$ cat config.mk
export PLATFORM = sky130hd
export DESIGN_NAME = uart_tx_serializer
export DESIGN_NICKNAME = d
export VERILOG_FILES = /design/src/rtl/uart_tx_serializer.sv
export SDC_FILE = /design/constraint.sdc
export NUM_CORES = 1
export LEC_CHECK = 0
export BUFFER_PORTS_ARGS = -buffer_cell sky130_fd_sc_hd__buf_4
export CAP_MARGIN = 20
export CORE_MARGIN = 3
export CORE_UTILIZATION = 40
export CTS_CLUSTER_DIAMETER = 80
export DETAILED_ROUTE_END_ITERATION = 10
export PLACE_DENSITY = 0.67
export SLEW_MARGIN = 10
export SYNTH_ARGS = -nofsm -noshare
export SYNTH_HDL_FRONTEND = slang
export SYNTH_SLANG_ARGS = --single-unit
$ cat constraint.sdc
create_clock -name CLK -period 1.8 [get_ports CLK]
set_clock_uncertainty 0.15 [all_clocks]
set_input_delay 0 -clock CLK [delete_from_list [all_inputs] [get_ports CLK]]
set_output_delay 0 -clock CLK [all_outputs]
set_load 0.02 [all_outputs]
$ cat src/rtl/uart_tx_serializer.sv
// uart_tx_serializer: UART transmit framer.
// Accepts one word over a VALID/READY handshake into a PISO shift register,
// then sends start bit, SIZE data bits (MSB first), optional even parity and
// STOP_BITS stop bits on a registered, idle-high TX line.
//
// Handshake: a word transfers on a rising CLK edge where VALID=1 and READY=1.
// READY is high only in IDLE; VALID while READY=0 is ignored (no queueing) and
// DATA_IN is only sampled on the transfer edge.
module uart_tx_serializer #(
  parameter int SIZE         = 8,
  parameter int CLKS_PER_BIT = 16,
  parameter int PARITY_EN    = 0,
  parameter int STOP_BITS    = 1
) (
  input  logic            CLK,
  input  logic            RST,
  input  logic [SIZE-1:0] DATA_IN,
  input  logic            VALID,
  output logic            READY,
  output logic            TX,
  output logic            BUSY,
  output logic            DONE,
  output logic [2:0]      DBG_STATE
);

  localparam logic [2:0] S_IDLE   = 3'd0;
  localparam logic [2:0] S_START  = 3'd1;
  localparam logic [2:0] S_DATA   = 3'd2;
  localparam logic [2:0] S_PARITY = 3'd3;
  localparam logic [2:0] S_STOP   = 3'd4;

  localparam int CW = $clog2(CLKS_PER_BIT);
  localparam int BW = $clog2(SIZE + 1);

  localparam logic [CW-1:0] CNT_LAST  = CW'(CLKS_PER_BIT - 1);
  localparam logic [BW-1:0] BIT_LAST  = BW'(SIZE - 1);
  localparam logic [BW-1:0] STOP_LAST = BW'(STOP_BITS - 1);

  logic [2:0]      r_state;
  logic [CW-1:0]   r_clk_cnt;
  logic [BW-1:0]   r_bit_cnt;
  logic [SIZE-1:0] r_shift;
  logic            r_parity;
  logic            r_tx;

  logic w_accept;
  logic w_tick;

  assign w_accept = VALID && (r_state == S_IDLE);
  assign w_tick   = (r_clk_cnt == CNT_LAST);

  // Frame sequencer: bit timing, shift register and registered TX line.
  // r_bit_cnt counts data bits in DATA and stop bits in STOP.
  always_ff @(posedge CLK or posedge RST) begin
    if (RST) begin
      r_state   <= S_IDLE;
      r_clk_cnt <= '0;
      r_bit_cnt <= '0;
      r_shift   <= '0;
      r_parity  <= 1'b0;
      r_tx      <= 1'b1;
    end else begin
      case (r_state)
        S_IDLE: begin
          r_clk_cnt <= '0;
          r_bit_cnt <= '0;
          r_tx      <= 1'b1;
          if (w_accept) begin
            r_shift  <= DATA_IN;
            r_parity <= ^DATA_IN;
            r_tx     <= 1'b0;
            r_state  <= S_START;
          end
        end
        S_START: begin
          if (w_tick) begin
            r_clk_cnt <= '0;
            r_bit_cnt <= '0;
            r_tx      <= r_shift[SIZE-1];
            r_shift   <= r_shift << 1;
            r_state   <= S_DATA;
          end else begin
            r_clk_cnt <= r_clk_cnt + 1'b1;
          end
        end
        S_DATA: begin
          if (w_tick) begin
            r_clk_cnt <= '0;
            if (r_bit_cnt == BIT_LAST) begin
              r_bit_cnt <= '0;
              if (PARITY_EN != 0) begin
                r_tx    <= r_parity;
                r_state <= S_PARITY;
              end else begin
                r_tx    <= 1'b1;
                r_state <= S_STOP;
              end
            end else begin
              r_bit_cnt <= r_bit_cnt + 1'b1;
              r_tx      <= r_shift[SIZE-1];
              r_shift   <= r_shift << 1;
            end
          end else begin
            r_clk_cnt <= r_clk_cnt + 1'b1;
          end
        end
        S_PARITY: begin
          if (w_tick) begin
            r_clk_cnt <= '0;
            r_bit_cnt <= '0;
            r_tx      <= 1'b1;
            r_state   <= S_STOP;
          end else begin
            r_clk_cnt <= r_clk_cnt + 1'b1;
          end
        end
        S_STOP: begin
          r_tx <= 1'b1;
          if (w_tick) begin
            r_clk_cnt <= '0;
            if (r_bit_cnt == STOP_LAST) begin
              r_bit_cnt <= '0;
              r_state   <= S_IDLE;
            end else begin
              r_bit_cnt <= r_bit_cnt + 1'b1;
            end
          end else begin
            r_clk_cnt <= r_clk_cnt + 1'b1;
          end
        end
        default: begin
          r_state   <= S_IDLE;
          r_clk_cnt <= '0;
          r_bit_cnt <= '0;
          r_tx      <= 1'b1;
        end
      endcase
    end
  end

  // Status outputs decoded from registered state; DONE marks the last cycle
  // of the final stop bit.
  always_comb begin
    READY     = (r_state == S_IDLE);
    BUSY      = (r_state != S_IDLE);
    DONE      = (r_state == S_STOP) && w_tick && (r_bit_cnt == STOP_LAST);
    TX        = r_tx;
    DBG_STATE = r_state;
  end

endmodule

* Yosys cells after proc, flatten, opt, wreduce, memory -nomap -nowiden *
Cells that the tools add are included.

word-level totals
  bits in registers = 20
  bits in latches = 0
  memory bits (read-only) = 0
  memory bits (writable) = 0
  word-level logic and storage cells = 62
  input port bits = 11
  memories kept = 0

operators by class
  shifts and indexed selects = 0
  mux-type cells = 27
  multipliers = 0
  bitwise gates (word level) = 0
  eq/ne operators = 15
  reduce and logical (&&, ||, !) cells = 13
  add/subtract/negate cells = 2
  $lt $le $gt $ge = 0
  divide/modulo/power cells = 0

operators with widths
  operator                                                                  count
  8-bit two-way mux                                                         4
  4-bit two-way mux                                                         7
  8-bit one-hot mux with 3 select lines                                     1
  3-bit two-way mux                                                         7
  3-bit one-hot mux with 5 select lines                                     1
  2-bit inequality test (second input constant)                             7
  4-bit one-hot mux with 3 select lines                                     1
  4-bit by 1-bit adder with 4-bit output (second input constant)            2
  7-bit AND reduction                                                       1
  3-bit by 2-bit equality test with 1-bit output (second input constant)    2
  3-bit AND reduction                                                       2
  3-bit nonzero test                                                        2
  1-bit two-way mux                                                         5
  5-bit AND reduction                                                       1
  4-bit by 3-bit equality test with 1-bit output (second input constant)    1
  4-bit equality test (second input constant)                               1
  4-bit zero test                                                           1
  2-bit by 1-bit inequality test with 1-bit output (second input constant)  2
  1-bit one-hot mux with 4 select lines                                     1
  4-bit OR reduction                                                        1
  3-bit by 1-bit equality test with 1-bit output (second input constant)    1
  3-bit equality test (second input constant)                               1
  1-bit logical AND                                                         3
  3-bit zero test                                                           1
  2-bit OR reduction                                                        1

* Longest topological paths before layout *
  depth in word-level cells = 4
  depth in mapped cells = 7

* Worst setup path after synthesis *
No wires, ideal clock.

  path kind = register to register
  start = register r_state[0] (netlist: DBG_STATE[0])
  end = register r_shift[1]
  cell stages (with the launch flop) = 6
  clock period less this slack = 2.016 ns
  data arrival time = 1.741 ns
  buffers on the path = 1
  data required time = 1.525 ns
  slack = -0.216 ns
  path through = dfrtp_1 -> buf_2 -> or2b_1 -> a21oi_4 -> mux2_2 -> mux2_4

between the ends
  cells in the longest elaborated chain, start to end = 4
  elaborated cells between the ends (all ways) = 11
  those cells by class = 6 x eq/ne; 1 x mux; 4 x reduce/logical

ends and longest elaborated chain
  item                                                        RTL line  RTL
  from (decl)                                                 39        logic [2:0] r_state;
  from (signal assigned)                                      56        r_state <= S_IDLE;
  from (signal assigned)                                      72        r_state <= S_START;
  from (signal assigned)                                      81        r_state <= S_DATA;
  3-bit zero test                                             -
  1-bit logical AND                                           49        assign w_accept = VALID && (r_state == S_IDLE);
  2-bit by 1-bit inequality test with 1-bit output (no line)  -
  5-bit AND reduction (no line)                               -
  to (signal assigned)                                        80        r_shift <= r_shift << 1;
  to (signal assigned)                                        101       r_shift <= r_shift << 1;
  to (decl)                                                   42        logic [SIZE-1:0] r_shift;

Parallel ways exist; a longest one is shown, timed or not.
A chain may end at the register's enable or synchronous reset.

* Worst setup path after layout *
  start = register r_state[0] (netlist: DBG_STATE[0])
  end = register r_shift[2]

Same word-level chain as after synthesis.

==> results_dict.tcl <==
set metrics [dict create \
    run_status "complete, but fails checks" \
    synth_largest_area_cell "sky130_fd_sc_hd__dfrtp_1" \
    grt_max_degree 21 \
    unrepaired_setup_endpoints_after_global_routing "true" \
    final-instance-count-excl-fill 188 \
    wl_per_cell_um 15.0 \
    final_min_period_over_clock_period 1.03 \
    synth_edf_count 0 \
    detail_route.drc_violations 0 \
    gate_count_post_synth 108 \
    grt_pass1_vias 1080 \
    synthMostInstantiatedCell "sky130_fd_sc_hd__dfrtp_1" \
    placeableCoreArea_um2 2590 \
    detailedPlacementHpwl_um 1880 \
    synth_area_um2 1150 \
    timing_worst_setup_path_type "reg -> reg" \
    final-hold-violation-count 0 \
    hold_path_class "in -> async" \
    drt_iter0_drc 29 \
    critical_path.endpoint_type "flop" \
    chipWidth_um 59.6 \
    drtAntennaViolNets 0 \
    synth-seq-area-share 0.437 \
    dominantRegCellSynth "sky130_fd_sc_hd__dfrtp_1" \
    count_of_endpoints_failing_setup_in_the_final_report 8 \
    finalMaxSlewViolations 0 \
    yosysTopAreaCellShare 0.414 \
    clock-sinks 20 \
    timing.final.crit_period_ps 1860 \
    routed-via-count 984 \
    grt_pass1_wl_um 4800 \
    tritoncts_clock_tree "yes" \
    core.rowCount 18 \
    totalPowerFinal_mw 2.36 \
    cts_inserted_buffers 3 \
    hold_ws_ps 109 \
    placement.io_buffers 17 \
    worst_path_required_ps 1850 \
    grt_util_met3 0.0327 \
    cellLeakagePower_nw 0.804 \
    cts_root_buf "sky130_fd_sc_hd__clkbuf_4" \
    synth_top_cells_by_count "sky130_fd_sc_hd__dfrtp_1 (19), sky130_fd_sc_hd__nor2_1 (9), sky130_fd_sc_hd__mux2_4 (8)" \
    use_met2 0.317 \
    globalRouteTotalUtil 0.180 \
    post_route_cells_drive_above_1_share 0.513 \
    vdd_ir_drop_max_mv 0.907 \
    setup_slack_ps -57.7 \
    synthesis.yosys.warnings 0 \
    globalRoute.totalOverflow 0 \
    async_reset_ff_frac 1.00 \
    syn_avg_cell_area_um2 10.6 \
    die_area_um2 3550 \
    cts.path.max_buffers 2 \
    top_usage_layer "met2" \
    violations "negative setup slack" \
    synth_top_cells_by_area "sky130_fd_sc_hd__dfrtp_1 (41%), sky130_fd_sc_hd__mux2_4 (10%), sky130_fd_sc_hd__mux2_2 (6.9%)" \
    first_pass_iters 4 \
    pin_count 18 \
    mappedNetlistNets 122 \
    synth_cell_type_count 34 \
    floorplan.initialDensity 0.443 \
    critical_path_arrival_ps 1910 \
    maxSlewHeadroom 0.794 \
    area_added_between_synthesis_and_finish_pct 50.3 \
    clk_pin_slew_worst_paths_ps 120 \
    gp_routability_congestion 0.788 \
    ys_seq_elements 20 \
    max_cap_violations 0 \
    antenna_diode_count 0 \
    final.setup.tns_ps -317 \
    worst-slew-pin-transition_ps 307 \
    die_h_um 59.6 \
    finalCoreUtilization 0.666 \
    max_freq_mhz 538 \
    final_nets 173 \
    post_drt_via_cell_ratio 5.23 \
    dp_cells 169 \
    start_kind "flop" \
    number_of_antenna_violations_at_the_first_check_in_global_routing 0 \
    global_route.usage.met1 0.215 \
    filler_cell_count 191 \
    cts_htree_levels 1 \
    clock_insertion_delay_worst_skew_ps 310 \
    total_wire_length_um 2820 \
    timing.critical_path.fanout_max 8 \
    power_density_nw_per_um2 1370 \
]
## layout by cell type (no fill, tap or decap), types with 2 or more instances in the layout
| cell | count |
|---|---|
| sky130_fd_sc_hd__nand3_1 | 3 |
| sky130_fd_sc_hd__nand2b_1 | 2 |
| sky130_fd_sc_hd__nand2_1 | 5 |
| sky130_fd_sc_hd__o21ai_0 | 3 |
| sky130_fd_sc_hd__buf_12 | 2 |
| sky130_fd_sc_hd__dlygate4sd3_1 | 10 |
| sky130_fd_sc_hd__nor3b_1 | 2 |
| sky130_fd_sc_hd__and3_1 | 3 |
| sky130_fd_sc_hd__ha_2 | 2 |
| sky130_fd_sc_hd__clkbuf_4 | 3 |
| sky130_fd_sc_hd__mux2_4 | 12 |
| sky130_fd_sc_hd__mux2_2 | 3 |
| sky130_fd_sc_hd__inv_1 | 3 |
| sky130_fd_sc_hd__a21oi_1 | 3 |
| sky130_fd_sc_hd__dfrtp_2 | 2 |
| sky130_fd_sc_hd__o22ai_1 | 2 |
| sky130_fd_sc_hd__xor2_1 | 2 |
| sky130_fd_sc_hd__dfrtp_1 | 17 |
| sky130_fd_sc_hd__o31ai_1 | 2 |
| sky130_fd_sc_hd__nor3_1 | 3 |
| sky130_fd_sc_hd__buf_4 | 39 |
| sky130_fd_sc_hd__nor2_1 | 8 |
## state kept, by name (all words and copies together), names as in the netlist
signal,flops
DBG_STATE,3
TX,1
r_bit_cnt,4
r_clk_cnt,4
r_shift,8
## through the flow
| step | instance area (µm²) | setup WS (ps) |
|---|---|---|
| after detailed placement | 1440 | -166 |
| after floorplan | 1160 | -187 |
| after global routing | 1720 | -109 |
| final | 1720 | -57.7 |
| after CTS | 1660 | -54.2 |
| after global placement | 1440 | -93.7 |
## path summary, 6_finish.rpt
check                              from            to  slack, ps  cells past startpoint
hold / removal                      RST  r_clk_cnt[0]        110                      4
setup / recovery           DBG_STATE[0]    r_shift[2]        -60                      5
setup reg to reg           DBG_STATE[0]    r_shift[2]        -60                      5
min in group CLK             r_shift[3]    r_shift[3]        380                      1
hold reg to reg              r_shift[3]    r_shift[3]        380                      1
max in group asynchronous           RST            TX       1120                      4
## power by group
group	internal, mW	switching, mW	leakage (nW)
Combinational	0.802	0.545	0.532
Clock	0.124	0.145	0.0210
Sequential	0.623	0.124	0.252
## critical path, stage by stage, from the launching register on
cell and delay, ps:
sky130_fd_sc_hd__dfrtp_2 440, sky130_fd_sc_hd__or2b_4 280, sky130_fd_sc_hd__a21oi_4 150, sky130_fd_sc_hd__buf_12 140, sky130_fd_sc_hd__mux2_2 330, sky130_fd_sc_hd__mux2_4 250
## cell type report
cell class / instances / area, µm² / area share
Sequential cell: 20 / 504 / 0.292
Multi-Input combinational cell: 78 / 689 / 0.400
Tap cell: 30 / 37.5 / 0.0218
Inverter: 5 / 23.8 / 0.0138
Timing Repair Buffer: 51 / 433 / 0.251
Clock buffer: 4 / 36.3 / 0.0210
## logic make-up after synthesis
logic type / Yosys count / synth area share
fa+ha+maj: 3 / 0.0327
compound gates: 17 / 0.102
buf+inv: 10 / 0.0491
mux: 15 / 0.173
xor+xnor: 2 / 0.0153
simple gates: 41 / 0.190
flops: 20 / 0.437
## layer usage
metal  share of wire  vias up
li1                -      483
met1            0.42      472
met2            0.54       24
met3           0.029        5
met4           0.016        0
met5               0        -
## repair_timing
item	4_1_cts	5_1_grt
pin swaps	6	3
hold buffers	10	0
setup buffers	4	1
gates resized for setup	9	14
hold endpoints to repair	30	0
endpoints found under the setup margin	8	12
Power figures use the tool's default switching activity.
